[src/rtl/ddr_rw_scheduler.sv]
// Arbitrates one AXI3 master port between a pixel write client and a line read client.
// Optional beat counters are compiled in with `define SCHED_PERF_EN.
//
// state   | meaning
// IDLE    | pick next burst (round-robin when both clients are eligible)
// WR_ADDR | present AW until accepted
// WR_DATA | open the W gate for exactly one burst
// RD_ADDR | present AR until accepted
module ddr_rw_scheduler #(
    parameter int          BURST_LEN   = 16,
    parameter int          BEAT_BYTES  = 8,
    parameter int          FRAME_BYTES = 6220800,
    parameter logic [31:0] WR_BASE     = 32'h0,
    parameter logic [31:0] RD_BASE     = 32'h0,
    parameter int          MAX_RD_OUT  = 4,
    parameter int          MAX_WR_OUT  = 4
) (
    input  logic        clk,
    input  logic        rst,
    input  logic        init_done,
    input  logic [15:0] wr_level,
    input  logic [15:0] rd_space,
    output logic [31:0] awaddr,
    output logic [7:0]  awlen,
    output logic [2:0]  awsize,
    output logic [1:0]  awburst,
    output logic        awvalid,
    input  logic        awready,
    output logic        w_en,
    input  logic        wvalid,
    input  logic        wready,
    input  logic        wlast,
    input  logic        bvalid,
    input  logic [1:0]  bresp,
    output logic [31:0] araddr,
    output logic [7:0]  arlen,
    output logic [2:0]  arsize,
    output logic [1:0]  arburst,
    output logic        arvalid,
    input  logic        arready,
    input  logic        rvalid,
    input  logic        rready,
    input  logic        rlast,
    output logic        wr_frame_done,
    output logic        rd_frame_done,
`ifdef SCHED_PERF_EN
    output logic [31:0] wr_beats,
    output logic [31:0] rd_beats,
`endif
    output logic        bresp_err
);

    localparam logic [31:0] BURST_BYTES = 32'(BURST_LEN * BEAT_BYTES);
    localparam logic [31:0] WR_END      = WR_BASE + 32'(FRAME_BYTES);
    localparam logic [31:0] RD_END      = RD_BASE + 32'(FRAME_BYTES);
    localparam logic [7:0]  AX_LEN      = 8'(BURST_LEN - 1);
    localparam logic [2:0]  AX_SIZE     = 3'($clog2(BEAT_BYTES));
    localparam logic [1:0]  AX_INCR     = 2'b01;
    localparam logic        GRANT_WR    = 1'b0;
    localparam logic        GRANT_RD    = 1'b1;

    typedef enum logic [1:0] {
        S_IDLE    = 2'd0,
        S_WR_ADDR = 2'd1,
        S_WR_DATA = 2'd2,
        S_RD_ADDR = 2'd3
    } state_t;

    state_t      state_q, state_d;
    logic        last_grant_q, last_grant_d;
    logic [31:0] awaddr_q, awaddr_d;
    logic [31:0] araddr_q, araddr_d;
    logic [3:0]  rd_out_q, rd_out_d;
    logic [3:0]  b_out_q, b_out_d;
    logic        wr_frame_done_q, wr_frame_done_d;
    logic        rd_frame_done_q, rd_frame_done_d;
    logic        bresp_err_q, bresp_err_d;

    logic        wr_elig, rd_elig;
    logic        aw_hs, ar_hs, w_last_hs, r_last_hs;
    logic [31:0] rd_need;
    logic [31:0] aw_next, ar_next;

    // Reads need room for every burst already in flight plus the new one.
    assign rd_need = 32'(BURST_LEN) * (32'(rd_out_q) + 32'd1);
    assign wr_elig = init_done && ({16'b0, wr_level} >= 32'(BURST_LEN))
                     && (b_out_q < 4'(MAX_WR_OUT));
    assign rd_elig = init_done && (rd_out_q < 4'(MAX_RD_OUT))
                     && ({16'b0, rd_space} >= rd_need);

    assign w_last_hs = w_en && wvalid && wready && wlast;
    assign r_last_hs = rvalid && rready && rlast;

    always_comb begin
        state_d      = state_q;
        last_grant_d = last_grant_q;
        awvalid      = 1'b0;
        arvalid      = 1'b0;
        w_en         = 1'b0;
        aw_hs        = 1'b0;
        ar_hs        = 1'b0;
        case (state_q)
            S_IDLE: begin
                if (wr_elig && (!rd_elig || last_grant_q == GRANT_RD)) begin
                    state_d      = S_WR_ADDR;
                    last_grant_d = GRANT_WR;
                end else if (rd_elig) begin
                    state_d      = S_RD_ADDR;
                    last_grant_d = GRANT_RD;
                end
            end
            S_WR_ADDR: begin
                awvalid = 1'b1;
                if (awready) begin
                    aw_hs   = 1'b1;
                    state_d = S_WR_DATA;
                end
            end
            S_WR_DATA: begin
                w_en = 1'b1;
                if (w_last_hs) state_d = S_IDLE;
            end
            S_RD_ADDR: begin
                arvalid = 1'b1;
                if (arready) begin
                    ar_hs   = 1'b1;
                    state_d = S_IDLE;
                end
            end
            default: state_d = S_IDLE;
        endcase
    end

    // Outstanding counters: a simultaneous issue and retire cancel out; stray retires at zero are dropped.
    always_comb begin
        rd_out_d = rd_out_q;
        if (ar_hs && !r_last_hs)
            rd_out_d = rd_out_q + 4'd1;
        else if (!ar_hs && r_last_hs && rd_out_q != 4'd0)
            rd_out_d = rd_out_q - 4'd1;

        b_out_d = b_out_q;
        if (aw_hs && !bvalid)
            b_out_d = b_out_q + 4'd1;
        else if (!aw_hs && bvalid && b_out_q != 4'd0)
            b_out_d = b_out_q - 4'd1;

        bresp_err_d = bresp_err_q | (bvalid && bresp != 2'b00);
    end

    always_comb begin
        aw_next         = awaddr_q + BURST_BYTES;
        ar_next         = araddr_q + BURST_BYTES;
        awaddr_d        = awaddr_q;
        araddr_d        = araddr_q;
        wr_frame_done_d = 1'b0;
        rd_frame_done_d = 1'b0;
        if (aw_hs) begin
            if (aw_next >= WR_END) begin
                awaddr_d        = WR_BASE;
                wr_frame_done_d = 1'b1;
            end else begin
                awaddr_d = aw_next;
            end
        end
        if (ar_hs) begin
            if (ar_next >= RD_END) begin
                araddr_d        = RD_BASE;
                rd_frame_done_d = 1'b1;
            end else begin
                araddr_d = ar_next;
            end
        end
    end

    always_ff @(posedge clk) begin
        if (rst) begin
            state_q         <= S_IDLE;
            last_grant_q    <= GRANT_RD;
            awaddr_q        <= WR_BASE;
            araddr_q        <= RD_BASE;
            rd_out_q        <= 4'd0;
            b_out_q         <= 4'd0;
            wr_frame_done_q <= 1'b0;
            rd_frame_done_q <= 1'b0;
            bresp_err_q     <= 1'b0;
        end else begin
            state_q         <= state_d;
            last_grant_q    <= last_grant_d;
            awaddr_q        <= awaddr_d;
            araddr_q        <= araddr_d;
            rd_out_q        <= rd_out_d;
            b_out_q         <= b_out_d;
            wr_frame_done_q <= wr_frame_done_d;
            rd_frame_done_q <= rd_frame_done_d;
            bresp_err_q     <= bresp_err_d;
        end
    end

`ifdef SCHED_PERF_EN
    logic [31:0] wr_cnt_q, wr_cnt_d, rd_cnt_q, rd_cnt_d;
    logic [31:0] wr_beats_q, wr_beats_d, rd_beats_q, rd_beats_d;
    logic        wr_beat, rd_beat;

    assign wr_beat = w_en && wvalid && wready;
    assign rd_beat = rvalid && rready;

    // The beat landing in the frame_done cycle belongs to the new frame.
    always_comb begin
        wr_cnt_d   = wr_cnt_q + 32'(wr_beat);
        rd_cnt_d   = rd_cnt_q + 32'(rd_beat);
        wr_beats_d = wr_beats_q;
        rd_beats_d = rd_beats_q;
        if (wr_frame_done_q) begin
            wr_beats_d = wr_cnt_q;
            wr_cnt_d   = 32'(wr_beat);
        end
        if (rd_frame_done_q) begin
            rd_beats_d = rd_cnt_q;
            rd_cnt_d   = 32'(rd_beat);
        end
    end

    always_ff @(posedge clk) begin
        if (rst) begin
            wr_cnt_q   <= 32'd0;
            rd_cnt_q   <= 32'd0;
            wr_beats_q <= 32'd0;
            rd_beats_q <= 32'd0;
        end else begin
            wr_cnt_q   <= wr_cnt_d;
            rd_cnt_q   <= rd_cnt_d;
            wr_beats_q <= wr_beats_d;
            rd_beats_q <= rd_beats_d;
        end
    end

    assign wr_beats = wr_beats_q;
    assign rd_beats = rd_beats_q;
`endif

    assign awaddr        = awaddr_q;
    assign araddr        = araddr_q;
    assign awlen         = AX_LEN;
    assign arlen         = AX_LEN;
    assign awsize        = AX_SIZE;
    assign arsize        = AX_SIZE;
    assign awburst       = AX_INCR;
    assign arburst       = AX_INCR;
    assign wr_frame_done = wr_frame_done_q;
    assign rd_frame_done = rd_frame_done_q;
    assign bresp_err     = bresp_err_q;

endmodule
[config.mk]
export PLATFORM = sky130hd
export DESIGN_NAME = ddr_rw_scheduler
export DESIGN_NICKNAME = d
export VERILOG_FILES = /design/src/rtl/ddr_rw_scheduler.sv
export SDC_FILE = /design/constraint.sdc
export NUM_CORES = 1
export LEC_CHECK = 0
export ABC_CLOCK_PERIOD_IN_PS = 6300
export CAP_MARGIN = 20
export CORE_ASPECT_RATIO = 1.75
export CORE_MARGIN = 1
export CORE_UTILIZATION = 62
export CTS_CLUSTER_SIZE = 8
export DETAILED_ROUTE_END_ITERATION = 12
export DONT_BUFFER_PORTS = 1
export HOLD_SLACK_MARGIN = 0.12
export PLACE_DENSITY = 0.78
export SYNTH_ARGS = -nofsm -noshare
export SYNTH_HDL_FRONTEND = slang
export SYNTH_SLANG_ARGS = --single-unit
[constraint.sdc]
create_clock -name clk -period 6.3 [get_ports clk]
set_clock_uncertainty 0.15 [all_clocks]
set_input_delay 0.945 -clock clk [delete_from_list [all_inputs] [get_ports clk]]
set_output_delay 0.945 -clock clk [all_outputs]
set_load 0.05 [all_outputs]
==> results of run 1 <==
[per-stage QoR]
step	std cells	cell area (um^2)	setup WS [ns]	hold slack (ns)	total power, mW
after global routing	624	4686	2.096	0.4227	1.196
after CTS	624	4686	2.370	0.3932	1.153
final	624	4686	2.336	0.3903	1.144
after global placement	611	4424	2.431	0.3603	0.6937
after detailed placement	611	4424	2.363	0.3883	0.7021
after floorplan	592	4730	3.077	0.3459	0.6996
[cells by family (layout without fill, tap and decap cells)]
logic type	after synthesis	count (layout)	share of synthesized area (%)
multiplexers	7	7	1.555
XOR/XNOR	62	62	11.84
flip-flops	64	64	27.93
AO/OA/AOI/OAI	72	72	10.78
adder cells (fa/ha/maj)	15	15	4.419
AND/OR/NAND/NOR	251	251	32.79
buffers and inverters	81	27	10.53
other	2	40	0.1637
[cell usage in the layout, fill, tap and decap left out, types with 7 or more instances in the layout]
cell,netlist,layout
nor3_2,26,26
dfxtp_1,64,64
nor2_1,51,51
conb_1,2,40
nor3_1,17,17
clkbuf_16,0,9
nor4_2,13,13
a21oi_1,17,17
o21ai_0,12,12
a31oi_1,8,7
nand4_1,15,15
ha_1,13,13
nand2_1,45,45
nor4_1,14,14
and2_1,7,7
xnor2_1,33,33
xor2_1,29,29
inv_1,11,11
and3_1,8,8
nand3_1,26,26
[routing by layer]
| metal | share of wire (%) | vias to the layer above | wire (um) | GRT usage, % |
|---|---|---|---|---|
| met1 | 36 | 1770 | 3568 | 25.38 |
| met3 | 6.8 | 31 | 670 | 8.366 |
| met2 | 54 | 138 | 5273 | 47.47 |
| met5 | 0 | - | 0 | 0 |
| li1 | - | 1854 | - | - |
| met4 | 3.2 | 0 | 318 | 16.31 |
[registers in the layout, indices dropped and copies added (netlist names)]
| name | cells |
|---|---|
| state_q | 2 |
| wr_frame_done | 1 |
| rd_out_q | 4 |
| bresp_err | 1 |
| araddr | 25 |
| awaddr | 25 |
| b_out_q | 4 |
| last_grant_q | 1 |
| rd_frame_done | 1 |
[path summary, 6_finish.rpt]
path,start,endpoint,depth (start not counted)
hold / removal,b_out_q[2],b_out_q[2],2
hold reg to reg,b_out_q[2],b_out_q[2],2
setup reg to reg,araddr[10],rd_frame_done,8
setup / recovery,araddr[10],rd_frame_done,8
[layout make-up]
type                       count  area [um^2]  share of cell area (%)
multi-input combinational    447         2972                   63.42
sequential                    64         1281                   27.34
clock buffer                  12        256.5                   5.474
tap                           86        107.6                   2.296
inverter                      11        41.29                  0.8812
timing repair buffer           3        22.52                  0.4806
clock inverter                 1        5.005                  0.1068
[worst register-to-register path, delay by kind of cell (launching register included)]
kind / cells / cell delay (ns)
buffers and inverters: 1 / 0.36
and+or+nand+nor: 5 / 1.64
DFF: 1 / 0.76
muxes: 1 / 0.23
AOI/OAI and AO/OA: 1 / 0.76
[power groups by stage]
stage | clock, mW | sequential, mW | combinational (mW)
after floorplan | 0 | 0.468 | 0.232
after global placement | 0 | 0.480 | 0.214
after detailed placement | 0 | 0.483 | 0.219
after CTS | 0.458 | 0.474 | 0.221
after global routing | 0.472 | 0.479 | 0.244
final | 0.450 | 0.474 | 0.219
==> results.md, run 1 <==
- Internal power: 0.7821 mW
- Crit path largest cell delay: 0.76 ns
- Die Area: 0.007760 mm^2
- Core area: 0.007182 mm^2
- RePlAce Congestion: 0.8968
- CTS max path bufs: 2
- DRC: 0
- Number of synthesized flops with an enable pin: 0
- H-tree lvl count: 3
- Postcts setup bufs: 0
- Crit share post-route: 62.92%
- Max Cap Viol: 0
- HP Class: reg2reg
- Layout cells sized above 1: 11.71%
- Port bufs: 0
- Signal arrival time at the worst endpoint: 4.08 ns
- Sequential fraction of the synthesis area: 27.93%
- RSZ-0062 raised after global routing: no
- Final Util: 65.24%
- Pwr/cell area: 244.1 mW/mm^2
- Synth top area share: 27.93%
- Leakage power: 1.624 nW
- Sequential cell fraction of total power: 41.5%
- Top cells by area, synth: dfxtp_1 28%, buf_4 7.0%, xnor2_1 6.3%
- Area leader, netlist: dfxtp_1
- DR vias: 3793
- FMAX: 0.2523 GHz
- Iteration-0 DRC Markers: 217
- CTS Root Cell: clkbuf_16
- Clock sink count: 64
- Final net count: 597
- Slowest cell on the critical path: dfxtp_1
- CP Capture Type: flop
- Sw Pwr: 0.3619 mW
- Initial core utilization: 63.87%
- Crit path max fanout: 13
- Reg2Reg Setup Slack: 2.34 ns
- Num ports: 142
- DIE WIDTH: 67.02 um
- Remaining global-route overflow: 0
- Startpoint Class: flop
- Top-count cell post-synth: dfxtp_1
- CTS tree: built
- Top cell by count, worst path: nand4_1
- Vias in the first global route: 3651
- DR WL/cell: 15.75 um
- Dpl hpwl: 7122 um
- Mapped Area: 0.004587 mm^2
- First-pass GRT wire length: 15720 um
- Status: finished clean
- CP cell instances: nand4_1, nor4_2, nand4_1, mux2i_1, nor3_2, a31oi_2, buf_4, nor2b_1
- Setup CP Type: reg2reg
- Antenna violations before repair: 0
- Post-synth cell types: 62
- Number of fill cells: 626
- Period minus WS final: 3.964 ns
- Slew Viols, Final: 0
- CP Data Required Time: 6.42 ns
- Largest net degree at the start of global routing: 65
- Comb pwr share: 19.2%
- Final hold violation count: 0
- Setup TNS: 0 ns
- #FFs+latches synth: 64
- Synth Warn #: 0
- Switch share: 31.63%
- Num CTS Buffers: 9
- DR pass1 iterations: 6
- Clock power frac: 39.3%
- CTS hold repair buffers: 0
- Synth-to-layout area growth: 2.155%
- WP buf/inv: 1
- Async set-reset flop share out of synthesis: 0%
- VDD IR-drop max: 0.1747 mV
- Diodes inserted: 0
- Top_reg_cell synth: dfxtp_1
- Gate Count Post-Synth: 554
- Remaining antenna violation count: 0
- Reg clk slew, reported paths: 0.05 ns
- Post-Route WL: 9830 um
- Synth top cells by count: 64 x dfxtp_1, 51 x nor2_1, 45 x nand2_1
- Synthesized area per cell: 8.280 um^2
- GRT Overall Usage: 26.54%
- Worst rel slew slack: 29.24%
- Die height: 115.8 um
- Vias per inst: 6.079
- CP delay by family, top: simple AND/OR/NAND/NOR gates
- Slew @ Worst Pin: 1.059 ns
- Post-CTS Resized: 0
- Row count: 41
- Clk_lat worst skew: 0.33 ns
- Setup violators final: 0
Power figures use the tool's default switching activity.
==> inputs of run 2 (changes only) <==
==> config.mk (replaced) <==
export PLATFORM = sky130hd
export DESIGN_NAME = ddr_rw_scheduler
export DESIGN_NICKNAME = d
export VERILOG_FILES = /design/src/rtl/ddr_rw_scheduler.sv
export SDC_FILE = /design/constraint.sdc
export NUM_CORES = 1
export LEC_CHECK = 0
export ABC_CLOCK_PERIOD_IN_PS = 3400
export CAP_MARGIN = 20
export CORE_ASPECT_RATIO = 1.75
export CORE_MARGIN = 1
export CORE_UTILIZATION = 58
export CTS_CLUSTER_SIZE = 8
export DETAILED_ROUTE_END_ITERATION = 12
export DONT_BUFFER_PORTS = 1
export HOLD_SLACK_MARGIN = 0.12
export PLACE_DENSITY = 0.76
export SYNTH_ARGS = -nofsm -noshare
export SYNTH_HDL_FRONTEND = slang
export SYNTH_SLANG_ARGS = --single-unit
==> constraint.sdc (replaced) <==
create_clock -name clk -period 3.4 [get_ports clk]
set_clock_uncertainty 0.15 [all_clocks]
set_input_delay 0.51 -clock clk [delete_from_list [all_inputs] [get_ports clk]]
set_output_delay 0.51 -clock clk [all_outputs]
set_load 0.05 [all_outputs]
==> run 2 against run 1 <==
Fmax increased by 27%. Sequential power increased by 80%. Count of clock-buffer cells in the layout decreased by 1. Total power increased by 110%. Non-clock buffer count increased by 54. Via count increased by 8.0%. Worst setup slack got worse by 2.1 ns. Wire length increased by 12%. Critical path type unchanged. Largest cell class unchanged. Highest routed layer unchanged.
==> results.md, run 2 (synthesis gave the netlist of run 1 again) <==
- Status: finished clean
- Setup violators final: 0
- Pwr/cell area: 466.9 mW/mm^2
- DR WL/cell: 16.17 um
- CTS hold repair buffers: 1
- Antenna violations before repair: 0
- Core area: 0.007620 mm^2
- Clk_lat worst skew: 0.34 ns
- Final hold violation count: 0
- Setup TNS: 0 ns
- Slew @ Worst Pin: 1.034 ns
- Commonest non-fill, non-tap cell in the layout: dfxtp_1
- Largest net degree at the start of global routing: 63
- Dpl hpwl: 7972 um
- Placed instance count: 666
- Max Cap Viol: 0
- Die height: 119.6 um
- HP Class: in2reg
- Min Hold Slack: 0.1322 ns
- VDD IR-drop max: 0.3937 mV
- CTS max path bufs: 2
- Post-Route WL: 11050 um
- Reg clk slew, reported paths: 0.06 ns
- Most frequent cells in the layout: 64 x dfxtp_1, 56 x buf_4, 51 x nor2_1
- Worst rel slew slack: 30.95%
- Met3 Use GR: 7.389%
- Remaining global-route overflow: 0
- Startpoint Class: flop
- GRT Overall Usage: 27.28%
- First-pass GRT wire length: 18290 um
- FMAX: 0.3199 GHz
- Vias per inst: 5.999
- Crit share post-route: 91.94%
- CTS Root Cell: clkbuf_16
- Post-CTS Resized: 0
- Remaining antenna violation count: 0
- H-tree lvl count: 3
- Setup CP Type: reg2reg
- Signal arrival time at the worst endpoint: 3.19 ns
- Overall power: 2.431 mW
- Slew Viols, Final: 0
- Register area: 0.001281 mm^2
- Non-Filler Instances: 683
- Postcts setup bufs: 0
- Multi-input gate area: 0.002972 mm^2
- Die Area: 0.008282 mm^2
- GRT busiest layer: met2
- Iteration-0 DRC Markers: 268
- Layout cells sized above 1: 20.34%
- DRC: 0
- Initial core utilization: 60.20%
- CP Capture Type: flop
- RePlAce Congestion: 0.9242
- Diodes inserted: 0
- Row count: 42
- Period minus WS final: 3.126 ns
- Number of fill cells: 642
- Vias in the first global route: 4044
- Num ports: 142
- Crit path max fanout: 11
- DR pass1 iterations: 5
- RSZ-0062 raised after global routing: no
- Leakage power: 1.964 nW
- DR vias: 4097
- CP Data Required Time: 3.47 ns
- Num CTS Buffers: 9
- Synth-to-layout area growth: 13.53%
- Clock sink count: 64
- DIE WIDTH: 69.23 um
- CTS tree: built
- M2 GR Usage: 49.64%
- Final net count: 651
- Port bufs: 0
- GR Util met1: 27.60%
==> run 2: cell types whose count changed in the layout (fill, tap and decap cells not counted) <==
| cell | change |
|---|---|
| buf_4 | +53 |
| bufinv_16 | +3 |
| buf_16 | +1 |
| clkbuf_1 | -1 |
| clkinvlp_4 | +1 |
==> run 2: critical path, cell delays in order (launching register included) <==
cell and delay (ns):
dfxtp_1 0.33, nand4_1 0.31, nor4_2 0.63, nand4_1 0.19, mux2i_1 0.21, nor3_2 0.10
a31oi_2 0.70, buf_4 0.31, nor3_2 0.06
==> run 2: layout make-up <==
| class | instances | area share (%) |
|---|---|---|
| multi-input combinational | 447 | 57.06 |
| timing repair buffer | 57 | 8.602 |
| tap | 88 | 2.114 |
| clock inverter | 5 | 1.970 |
| sequential | 64 | 24.60 |
| inverter | 11 | 0.7929 |
| clock buffer | 11 | 4.853 |
==> run 2: metrics by stage <==
step	utilization (%)	setup WS, ns	instance area, um^2
global placement	63.32	0.4179	4825
CTS	68.34	0.2714	5207
finish	68.34	0.2739	5207
global route	68.34	0.005330	5207
floorplan	-	0.1771	4730
detailed placement	63.32	0.3727	4825
==> run 2: report_power, final <==
| group | total [mW] | switching, mW | internal (mW) |
|---|---|---|---|
| combinational | 0.475 | 0.320 | 0.155 |
| sequential | 0.853 | 0.0591 | 0.794 |
| clock | 1.10 | 0.349 | 0.754 |
| total | 2.43 | 0.728 | 1.70 |
==> run 2: worst paths after layout <==
path | startpoint | to | slack (ns) | depth (start not counted)
setup / recovery | araddr[18] | araddr[11] | 0.27 | 8
hold / removal | rst | last_grant_q | 0.13 | 1
setup reg to reg | araddr[18] | araddr[11] | 0.27 | 8
hold reg to reg | last_grant_q | last_grant_q | 0.38 | 2
==> run 2: per-layer routing <==
layer | part of all wire [%] | vias to the layer above
met5 | 0 | -
met4 | 3.6 | 0
met3 | 5.4 | 34
met2 | 54 | 139
met1 | 37 | 1959
li1 | - | 1965
==> inputs of run 3 (changes only) <==
==> config.mk (replaced) <==
export PLATFORM = sky130hd
export DESIGN_NAME = ddr_rw_scheduler
export DESIGN_NICKNAME = d
export VERILOG_FILES = /design/src/rtl/ddr_rw_scheduler.sv
export SDC_FILE = /design/constraint.sdc
export NUM_CORES = 1
export LEC_CHECK = 0
export ABC_CLOCK_PERIOD_IN_PS = 4000
export CAP_MARGIN = 20
export CORE_ASPECT_RATIO = 1.75
export CORE_MARGIN = 1
export CORE_UTILIZATION = 62
export CTS_CLUSTER_SIZE = 8
export DETAILED_ROUTE_END_ITERATION = 12
export DONT_BUFFER_PORTS = 1
export HOLD_SLACK_MARGIN = 0.12
export PLACE_DENSITY = 0.78
export SYNTH_ARGS = -nofsm -noshare
export SYNTH_HDL_FRONTEND = slang
export SYNTH_SLANG_ARGS = --single-unit
==> constraint.sdc (replaced) <==
create_clock -name clk -period 4 [get_ports clk]
set_clock_uncertainty 0.15 [all_clocks]
set_input_delay 0.6 -clock clk [delete_from_list [all_inputs] [get_ports clk]]
set_output_delay 0.6 -clock clk [all_outputs]
set_load 0.05 [all_outputs]
==> run 3 against run 2 <==
Die area fell by 6.3%. Hold slack improved by 0.062 ns. Sequential power decreased by 15%. Total power down 16%. Global-route usage up 2.7 points. Fmax is 3.7% lower. Highest routed layer unchanged. Critical path depth up 1. Largest power group unchanged. Combinational power fell by 19%. Cell count down 0.88%.
==> results.md, run 3 (synthesis gave the netlist of run 1 again) <==
- Crit path max fanout: 15
- Post-Route WL: 11040 um
- Worst Reg2Reg Path Length in Cells: 9
- Setup violators final: 0
- FMAX: 0.3082 GHz
- Crit share post-route: 81.12%
- Setup CP Type: reg2reg
- Status: finished clean
- Final Util: 72.06%
- Placed instance count: 661
- CP delay by family, top: simple AND/OR/NAND/NOR gates
- Crit path largest cell delay: 0.65 ns
- Core area: 0.007182 mm^2
- Number of fill cells: 598
- DIE WIDTH: 67.02 um
- Worst rel slew slack: 37.99%
- DRC: 0
- RSZ-0062 raised after global routing: no
- Critical R2R Launch: araddr[16]
- Final setup margin: 0.7551 ns
- Worst min-delay path startpoint: rst
- Synth-to-layout area growth: 12.82%
- Setup TNS: 0 ns
- Slew @ Worst Pin: 0.9282 ns
- RePlAce Congestion: 0.9182
- Reg clk slew, reported paths: 0.05 ns
- Remaining antenna violation count: 0
- Post-route design area: 0.005175 mm^2
- M1 WL: 3942 um
- Initial core utilization: 63.87%
- CP cell instances: buf_4, nand4_1, nor4_2, nand4_1, mux2i_1, nor3_2, a31oi_2, buf_12, nor2b_1
- Remaining global-route overflow: 0
- GRT Overall Usage: 29.94%
- Final net count: 647
- Signal arrival time at the worst endpoint: 3.37 ns
- Clock sink count: 64
- Die Area: 0.007760 mm^2
- VDD IR-drop max: 0.3056 mV
- Slew Viols, Final: 0
- Reg2Reg Setup Slack: 0.76 ns
- CTS hold repair buffers: 0
- WP buf/inv: 2
- Startpoint Class: flop
- DR WL/cell: 16.31 um
- Pwr/cell area: 394.6 mW/mm^2
- Endpoint, Worst Hold: awaddr[23]
- Vias per inst: 6.018
- Postcts setup bufs: 0
- Met3 WL: 699 um
- DR pass1 iterations: 5
- Commonest non-fill, non-tap cell in the layout: dfxtp_1
- Port bufs: 0
- Largest net degree at the start of global routing: 65
- CTS Root Cell: clkbuf_16
- Overall power: 2.042 mW
- Dpl ws: 0.7556 ns
- Vias in the first global route: 4007
- Min Hold Slack: 0.1940 ns
- Clk_lat worst skew: 0.34 ns
- CTS tree: built
- CTS max path bufs: 2
- Top cell by count, worst path: nand4_1
- Num ports: 142
- Period minus WS final: 3.245 ns
- WL met2: 5943 um
- Iteration-0 DRC Markers: 301
- Placed inst area: 0.004820 mm^2
- Dpl hpwl: 7965 um
- Num CTS Buffers: 9
- Diodes inserted: 0
- Slowest cell on the critical path: a31oi_2
- Max Cap Viol: 0
- H-tree lvl count: 3
- RR Endpoint: rd_frame_done
- Leakage power: 1.937 nW
- Row count: 41
- HP Class: in2reg
- Antenna violations before repair: 0
- Non-Filler Instances: 677
- Hold path depth: 1
- First-pass GRT wire length: 17850 um
- Max layer used: met4
- DR vias: 4074
- Final hold violation count: 0
- Layout cells sized above 1: 19.80%
- Most frequent cells in the layout: 64 x dfxtp_1, 51 x nor2_1, 51 x buf_4
- Die height: 115.8 um
- CP Data Required Time: 4.13 ns
- CP Capture Type: flop
- Post-CTS Resized: 0
## run 3: routing by layer
layer	GRT usage [%]	vias to the layer above
met3	6.791	37
met2	54.00	166
li1	-	1949
met1	29.56	1922
met4	19.15	0
met5	0	-
## run 3: report_power, final
part	switching (mW)	total, mW	internal (mW)
combinational	0.260	0.386	0.126
sequential	0.0484	0.723	0.675
clock	0.292	0.933	0.641
## run 3: area by class of cell
class	count	area (um^2)	share of cell area, %
Tap cell	86	107.6	2.079
Multi-Input combinational cell	447	2972	57.42
Sequential cell	64	1281	24.76
Inverter	11	41.29	0.7979
Clock inverter	5	102.6	1.983
Timing Repair Buffer	53	417.9	8.075
Clock buffer	11	252.7	4.884
## run 3: worst max-delay path by stage
| stage | start | cells past startpoint | endpoint |
|---|---|---|---|
| final | araddr[16] | 9 | rd_frame_done |
| after global routing | araddr[16] | 9 | rd_frame_done |
| after CTS | araddr[16] | 9 | rd_frame_done |
| after detailed placement | araddr[16] | 9 | rd_frame_done |
| after global placement | awaddr[24] | 8 | awaddr[30] |
| after floorplan | state_q[0] | 12 | b_out_q[3] |
